===== config.mk =====
export PLATFORM = sky130hd
export DESIGN_NAME = testwave_gen_multi
export DESIGN_NICKNAME = d
export VERILOG_FILES = /design/src/rtl/testwave_gen_multi.sv
export SDC_FILE = /design/constraint.sdc
export NUM_CORES = 1
export LEC_CHECK = 0
export ABC_CLOCK_PERIOD_IN_PS = 3750
export BUFFER_PORTS_ARGS = -buffer_cell sky130_fd_sc_hd__buf_4
export CAP_MARGIN = 20
export CORE_MARGIN = 2
export CORE_UTILIZATION = 50
export CTS_CLUSTER_DIAMETER = 60
export DETAILED_ROUTE_END_ITERATION = 8
export PLACE_DENSITY = 0.83
export SLEW_MARGIN = 5
export SYNTH_ARGS = -nofsm -noshare
export SYNTH_HDL_FRONTEND = slang
export SYNTH_SLANG_ARGS = --single-unit

===== constraint.sdc =====
create_clock -name SLOW_CLOCK -period 3.75 [get_ports SLOW_CLOCK]
set_input_delay 0.75 -clock SLOW_CLOCK [delete_from_list [all_inputs] [get_ports SLOW_CLOCK]]
set_output_delay 0.75 -clock SLOW_CLOCK [all_outputs]
set_load 0.05 [all_outputs]

===== src/rtl/testwave_gen_multi.sv =====
// rtl/testwave_gen_multi.sv - multi-mode test-waveform source for the scope display path
//
// Generates synthetic samples in four shapes: ramp up, ramp down, triangle and
// square. The waveform moves one step on each SAMPLE_EN strobe. The requested
// MODE is only adopted at reset or at a period boundary (wrap), so a period is
// never cut short.
//
// Optional feature macro: TESTWAVE_SQUARE_EN
//   defined   - mode 11 produces a square wave (phase counter compared to half scale)
//   undefined - mode 11 runs exactly as ramp up; active_mode still reports 11
//
// Parameters:
//   WIDTH      sample width in bits
//   MAX_COUNT  top sample value, 1 <= MAX_COUNT < 2**WIDTH
//
// Ports:
//   SLOW_CLOCK   in   sole clock, rising edge
//   RESET        in   synchronous, active-high; latches MODE and loads its start value
//   SAMPLE_EN    in   advance strobe
//   MODE         in   requested shape: 00 ramp up, 01 ramp down, 10 triangle, 11 square
//   STEP         in   unsigned increment per advance
//   wave_sample  out  current sample, registered
//   wrap         out  one-cycle pulse on the first sample of a new period
//   active_mode  out  shape currently being generated

module testwave_gen_multi #(
  parameter int WIDTH     = 10,
  parameter int MAX_COUNT = 639
) (
  input  logic             SLOW_CLOCK,
  input  logic             RESET,
  input  logic             SAMPLE_EN,
  input  logic [1:0]       MODE,
  input  logic [WIDTH-1:0] STEP,
  output logic [WIDTH-1:0] wave_sample,
  output logic             wrap,
  output logic [1:0]       active_mode
);

  typedef enum logic [1:0] {
    MODE_RAMP_UP = 2'b00,
    MODE_RAMP_DN = 2'b01,
    MODE_TRI     = 2'b10,
    MODE_SQUARE  = 2'b11
  } mode_t;

  // One extra bit on the sum so acc+STEP never overflows before comparison.
  localparam logic [WIDTH:0]   MAX_EXT = (WIDTH+1)'(MAX_COUNT);
  localparam logic [WIDTH-1:0] MAX_W   = WIDTH'(MAX_COUNT);
`ifdef TESTWAVE_SQUARE_EN
  localparam logic [WIDTH-1:0] HALF_W  = WIDTH'(MAX_COUNT / 2);
`endif

  mode_t            mode_q;
  logic [WIDTH-1:0] acc_q;
  logic             dir_q;      // 1 = counting up (triangle only)

  mode_t            req_mode;
  logic [WIDTH-1:0] start_acc;
  logic [WIDTH:0]   step_sum;
  logic [WIDTH-1:0] step_diff;
  logic             adv_wrap;
  logic [WIDTH-1:0] adv_acc;
  logic             adv_dir;
  logic [WIDTH-1:0] adv_sample;

  assign active_mode = mode_q;

  // Start value of the mode that would be latched right now. For every mode
  // the start sample equals the start acc: square starts at phase 0, which
  // maps to the low level.
  always_comb begin
    req_mode  = mode_t'(MODE);
    start_acc = (req_mode == MODE_RAMP_DN) ? MAX_W : '0;
  end

  // Next-state of the waveform for one advance in the currently active mode.
  always_comb begin
    step_sum  = {1'b0, acc_q} + {1'b0, STEP};
    step_diff = acc_q - STEP;  // only used when acc_q >= STEP
    adv_wrap  = 1'b0;
    adv_acc   = acc_q;
    adv_dir   = dir_q;

    case (mode_q)
      MODE_RAMP_UP, MODE_SQUARE: begin
        // Square uses acc as a phase counter that steps like the ramp.
        if (step_sum > MAX_EXT) begin
          adv_wrap = 1'b1;
        end else begin
          adv_acc = step_sum[WIDTH-1:0];
        end
      end

      MODE_RAMP_DN: begin
        if (acc_q < STEP) begin
          adv_wrap = 1'b1;
        end else begin
          adv_acc = step_diff;
        end
      end

      MODE_TRI: begin
        if (dir_q) begin
          // Clamp to the peak so the top value is always shown once.
          if (step_sum >= MAX_EXT) begin
            adv_acc = MAX_W;
            adv_dir = 1'b0;
          end else begin
            adv_acc = step_sum[WIDTH-1:0];
          end
        end else begin
          // Strict '>' keeps the descent from ever emitting 0; the 0 that
          // follows is the first sample of the next period.
          if (acc_q <= STEP) begin
            adv_wrap = 1'b1;
          end else begin
            adv_acc = step_diff;
          end
        end
      end

      default: begin
        adv_wrap = 1'b0;
      end
    endcase
  end

  // Sample mapping for a non-wrapping advance.
  always_comb begin
`ifdef TESTWAVE_SQUARE_EN
    if (mode_q == MODE_SQUARE) begin
      adv_sample = (adv_acc > HALF_W) ? MAX_W : '0;
    end else begin
      adv_sample = adv_acc;
    end
`else
    adv_sample = adv_acc;
`endif
  end

  always_ff @(posedge SLOW_CLOCK) begin
    if (RESET) begin
      mode_q      <= req_mode;
      acc_q       <= start_acc;
      dir_q       <= 1'b1;
      wave_sample <= start_acc;
      wrap        <= 1'b0;
    end else if (SAMPLE_EN) begin
      if (adv_wrap) begin
        // Period boundary: the only place a new MODE is adopted.
        mode_q      <= req_mode;
        acc_q       <= start_acc;
        dir_q       <= 1'b1;
        wave_sample <= start_acc;
        wrap        <= 1'b1;
      end else begin
        acc_q       <= adv_acc;
        dir_q       <= adv_dir;
        wave_sample <= adv_sample;
        wrap        <= 1'b0;
      end
    end else begin
      wrap <= 1'b0;
    end
  end

endmodule


-- Word level (Yosys, flattened, before mapping)
Cells that the tools add are included.
- bits in registers: 14
- add/sub/neg operators: 2
- $lt $le $gt $ge: 4
- equality and inequality tests: 7
- muxes and demuxes: 23
- bitwise logic cells: 1
- reductions and logical operators: 9
- operators with widths (operator ; number):
    two-way mux 10 bit ; 9
    one-hot mux 10 bit (3 select lines) ; 1
    adder 10 x 10 -> 11 bit ; 1
    >= comparator 11 x 10 -> 1 bit (second input constant) ; 1
    greater-than comparator 11 x 10 -> 1 bit (second input constant) ; 1
    less-or-equal comparator 10 bit ; 1
    < comparator 10 bit ; 1
    != test 5 bit (second input constant) ; 2
    subtractor 10 bit ; 1
    two-way mux 1 bit ; 9
    two-way mux 2 bit ; 3
    != test 6 bit (second input constant) ; 1
    nonzero test 2 bit ; 3
    equality test 2 x 1 -> 1 bit (second input constant) ; 2
    equality test 2 bit (second input constant) ; 2
    AND reduction 2 bit ; 2
    AND reduction 4 bit ; 1
    OR reduction 2 bit ; 2
    one-hot mux 1 bit (3 select lines) ; 1
    logical NOT 2 bit ; 1
    NOT 1 bit ; 1

-- Longest topological paths before layout
- depth after elaboration: 8
- gate-level depth with buffers: 13

-- Least setup slack after synthesis
Ideal clock, no wire load.
- kind: input to register
- start: input STEP[0]
- end: register acc_q[6] (data pin)
- arrival time: 2.914 ns
- required time: 3.492 ns
- slack: 0.579 ns
- stages: 10
- path buffers: 0
- cell sequence: ha_1 fa_1 nand2b_4 a211o_1 a21oi_4 a211oi_4 and2_1 a41oi_4 o221a_1 o221a_1
- cells in the longest elaborated chain, start to end: 8
- elaborated cells on any way between the ends: 20
- those cells by class: add/sub (2); order compare (4); mux (14)
- ends and longest elaborated chain (item ; line ; source):
    start: declaration ; 34 ; input logic [WIDTH-1:0] STEP,
    adder 10 x 10 -> 11 bit ; 79 ; step_sum = {1'b0, acc_q} + {1'b0, STEP};
    >= comparator 11 x 10 -> 1 bit ; 106 ; if (step_sum >= MAX_EXT) begin
    two-way mux 10 bit ; 106 ;
    two-way mux 10 bit ; 104 ; if (dir_q) begin
    one-hot mux 10 bit (3 select lines) ; 85 ; case (mode_q)
    two-way mux 10 bit (*) ; 150 ; if (adv_wrap) begin
    two-way mux 10 bit (*) ; 149 ; end else if (SAMPLE_EN) begin
    two-way mux 10 bit (*) ; 143 ; if (RESET) begin
    end signal: assignment ; 145 ; acc_q <= start_acc;
    end signal: assignment ; 153 ; acc_q <= start_acc;
    end signal: assignment ; 158 ; acc_q <= adv_acc;
    end: declaration ; 55 ; logic [WIDTH-1:0] acc_q;
Every way passes the cells marked *; elsewhere a longest branch is shown, timed or not. The select of a mux whose other input is x is not followed.
A chain may end at the register's enable or synchronous reset.

-- Worst setup path after layout
Same ends and word-level chain as after synthesis.

==> flow_summary.yaml <==
finish:
  fillers: 381
  area_growth_pct: 13.1
  final_area_mm2: 0.00232
  nNetsFinal: 301
  final_cells: 311
  drive_gt1_share_pct: 22.6
  n_antenna_cell: 0
synthesis:
  synth_edf_count: 12
  synth.top_cell.area_share_pct: 17.6
  syn-num-nets: 279
  synth_area_leaders: "edfxtp_1, ha_1, a21oi_1, inv_1, xnor2_1"
  synth_cell_types: 62
  ys_seq_area_share_pct: 19.5
  yosys_warnings: 0
  post_synth.cell_area_avg_um2: 8.54
  synth_cells: 240
  ys_ff_latch: 14
  syn_area_mm2: 0.00205
  yosysTopAreaCell: "edfxtp_1"
  synth_ff_type: "edfxtp_1"
  yosysMostFrequentCell: "ha_1"
  async_flop_share_pct: 0
  netlist_top_cells_count: "ha_1, a21oi_1, inv_1"
cts:
  cts_buffers: 3
  cts_setup_buffers: 0
  cts_hold_buf: 0
  cts.clk_slew.worst_paths_ns: 0.07
  postCtsResizedCells: 0
  cts.htree.levels: 1
  clock_sinks: 14
  cts.path.max_buffers: 2
  cts_tree: "yes"
  cts_root_buf: "clkbuf_8"
  clkLatencyLatePin_ns: 0.25
setup_path:
  crit_fanout: 9
  rr_worst_depth: 9
  worst-r2r-setup-slack_ns: 0.69
  cp.arrival_ns: 3.24
  critPathLaunch: "STEP[0]"
  cp-endpoint: "acc_q[6]"
  startpoint_type: "input port"
  crit_required_ns: 3.76
  criticalPathCategory: "in -> reg"
  worst_setup_path_end_kind: "flop"
  rr_startpoint: "acc_q[6]"
  r2r-end: "acc_q[6]"
placement:
  place_ws_ns: 0.280
  dpl.cell_count: 307
  routabilityCongestion: 0.903
  dp_hpwl_um: 4070
  dpl_cell_area_mm2: 0.00226
  portBuffers: 27
power:
  p_leak_uw: 0.00101
  pwr-share-clk_pct: 6.5
  comb_power_share_pct: 79.8
  p_switching_uw: 1320
  power.internal_uw: 1060
  p_per_area_mw_per_mm2: 1030
  switching_share_pct: 55.4
  p_total_uw: 2380
  ir_drop_v: 0.000535
  p_seq_share_pct: 13.6
sta:
  final.setup_skew_ns: 0.00305
  slew_viol_final: 0
  worst_pin_slew_ns: 0.503
  max_freq_mhz: 310
  finalSetupTns_ns: 0
  hold_viol_final: 0
  finalSetupViolations: 0
  fin_crit_sh_pct: 86.1
  rsz0062_at_grt: "false"
  worst_slack_ns: 0.521
  final.min_clock_period_ns: 3.23
  slew_headroom_pct: 66.1
floorplanning:
  rows: 23
  initial_core_util_pct: 51.6
  die_x_um: 68.0
  core_area_mm2: 0.00397
  io_pins: 28
  die_h_um: 68.0
  dieArea_mm2: 0.00463
job:
  timing.max_cap.violations: 0
global_routing:
  grt_overflow: 0
  grt_first_pass_wirelength_um: 8130
  antenna_found_initial: 0
  grt_pass1_vias: 1751
  grt_max_degree: 12
  track_usage_pct: 23.6
route:
  vias: 1932
  drc: 0
  drt_pass1_iterations: 4
  wl_per_cell_um: 16.7
  viasPerCell: 6.21
  ant_nets: 0
  totalWireLength_um: 5200
  drtIter0Drc: 161
min_path:
  hold_path_class: "reg -> reg"
run_status:
  status: "completed"
## sequential cells by signal, summed over array words and instances, names as in the netlist
signal,count
active_mode,2
dir_q,1
acc_q,10
wrap,1
## metrics by stage
stage | util [%] | hold slack, ns
3_5_place_dp | 57.0 | 0.602
3_3_place_gp | 57.0 | 0.604
5_1_grt | 58.3 | 0.658
4_1_cts | 58.3 | 0.613
6_report | 58.3 | 0.621
2_1_floorplan | - | 0.642
## worst min-delay path by stage
stage	from	endpoint	slack [ns]	cells after the start
finish	dir_q	dir_q	0.62	1
global route	dir_q	dir_q	0.66	1
CTS	dir_q	dir_q	0.61	1
detailed placement	dir_q	dir_q	0.60	1
global placement	dir_q	dir_q	0.60	1
floorplan	dir_q	dir_q	0.64	2
## power by group through the flow
stage / Combinational, uW / Sequential, uW / Clock, uW
after detailed placement: 1840 / 326 / 0
final: 1900 / 324 / 156
after global placement: 1810 / 324 / 0
after floorplan: 1260 / 527 / 0
after global routing: 2040 / 333 / 161
after CTS: 1860 / 324 / 155
## worst max-delay path, cell delays in order
cell and delay (ns):
buf_4 0.12, ha_1 0.21, fa_1 0.46, nand2b_4 0.11, a211o_1 0.23, a21oi_4 0.10
a211oi_4 0.40, and2_1 0.25, a41oi_4 0.08, o221a_1 0.31, o221a_1 0.21
## final cells by class
class | instances | area (um^2) | area share, %
multi-input combinational | 194 | 1510 | 65.0
sequential | 14 | 400 | 17.3
timing repair buffer | 29 | 218 | 9.40
inverter | 20 | 75.1 | 3.24
tap | 50 | 62.6 | 2.70
clock buffer | 4 | 55.1 | 2.38
## metal layers
layer  GRT usage (%)  vias up  share of wire (%)
li1                -      923                  -
met1            30.5      898                 43
met2            41.3       98                 49
met3            2.30       13                6.3
met4            7.00        0                1.6
met5               0        -                  0
## cell families (layout without fill, tap and decap cells)
kind of cell | Yosys count | count (layout) | share of synthesized area (%)
muxes | 1 | 1 | 0.732
and+or+nand+nor | 76 | 76 | 22.0
xor gates and xnor gates | 12 | 12 | 5.50
AOI/OAI and AO/OA | 81 | 81 | 29.9
buffers and inverters | 32 | 53 | 6.96
adders and majority gates | 24 | 24 | 15.4
DFF | 14 | 14 | 19.5
## layout by cell type (no fill, tap or decap), types with 6 or more instances in the layout
cell type,synthesis,final
ha_1,22,22
a21oi_1,20,20
nand2_1,9,9
xnor2_1,8,8
nand2b_1,6,6
or2_2,6,6
nor2b_1,9,9
o21ai_0,11,11
nor2_1,16,16
buf_4,1,29
inv_1,19,19
edfxtp_1,12,12
a21o_1,8,8
a31oi_1,9,9
Note: power is estimated with default switching activity, not from simulation.
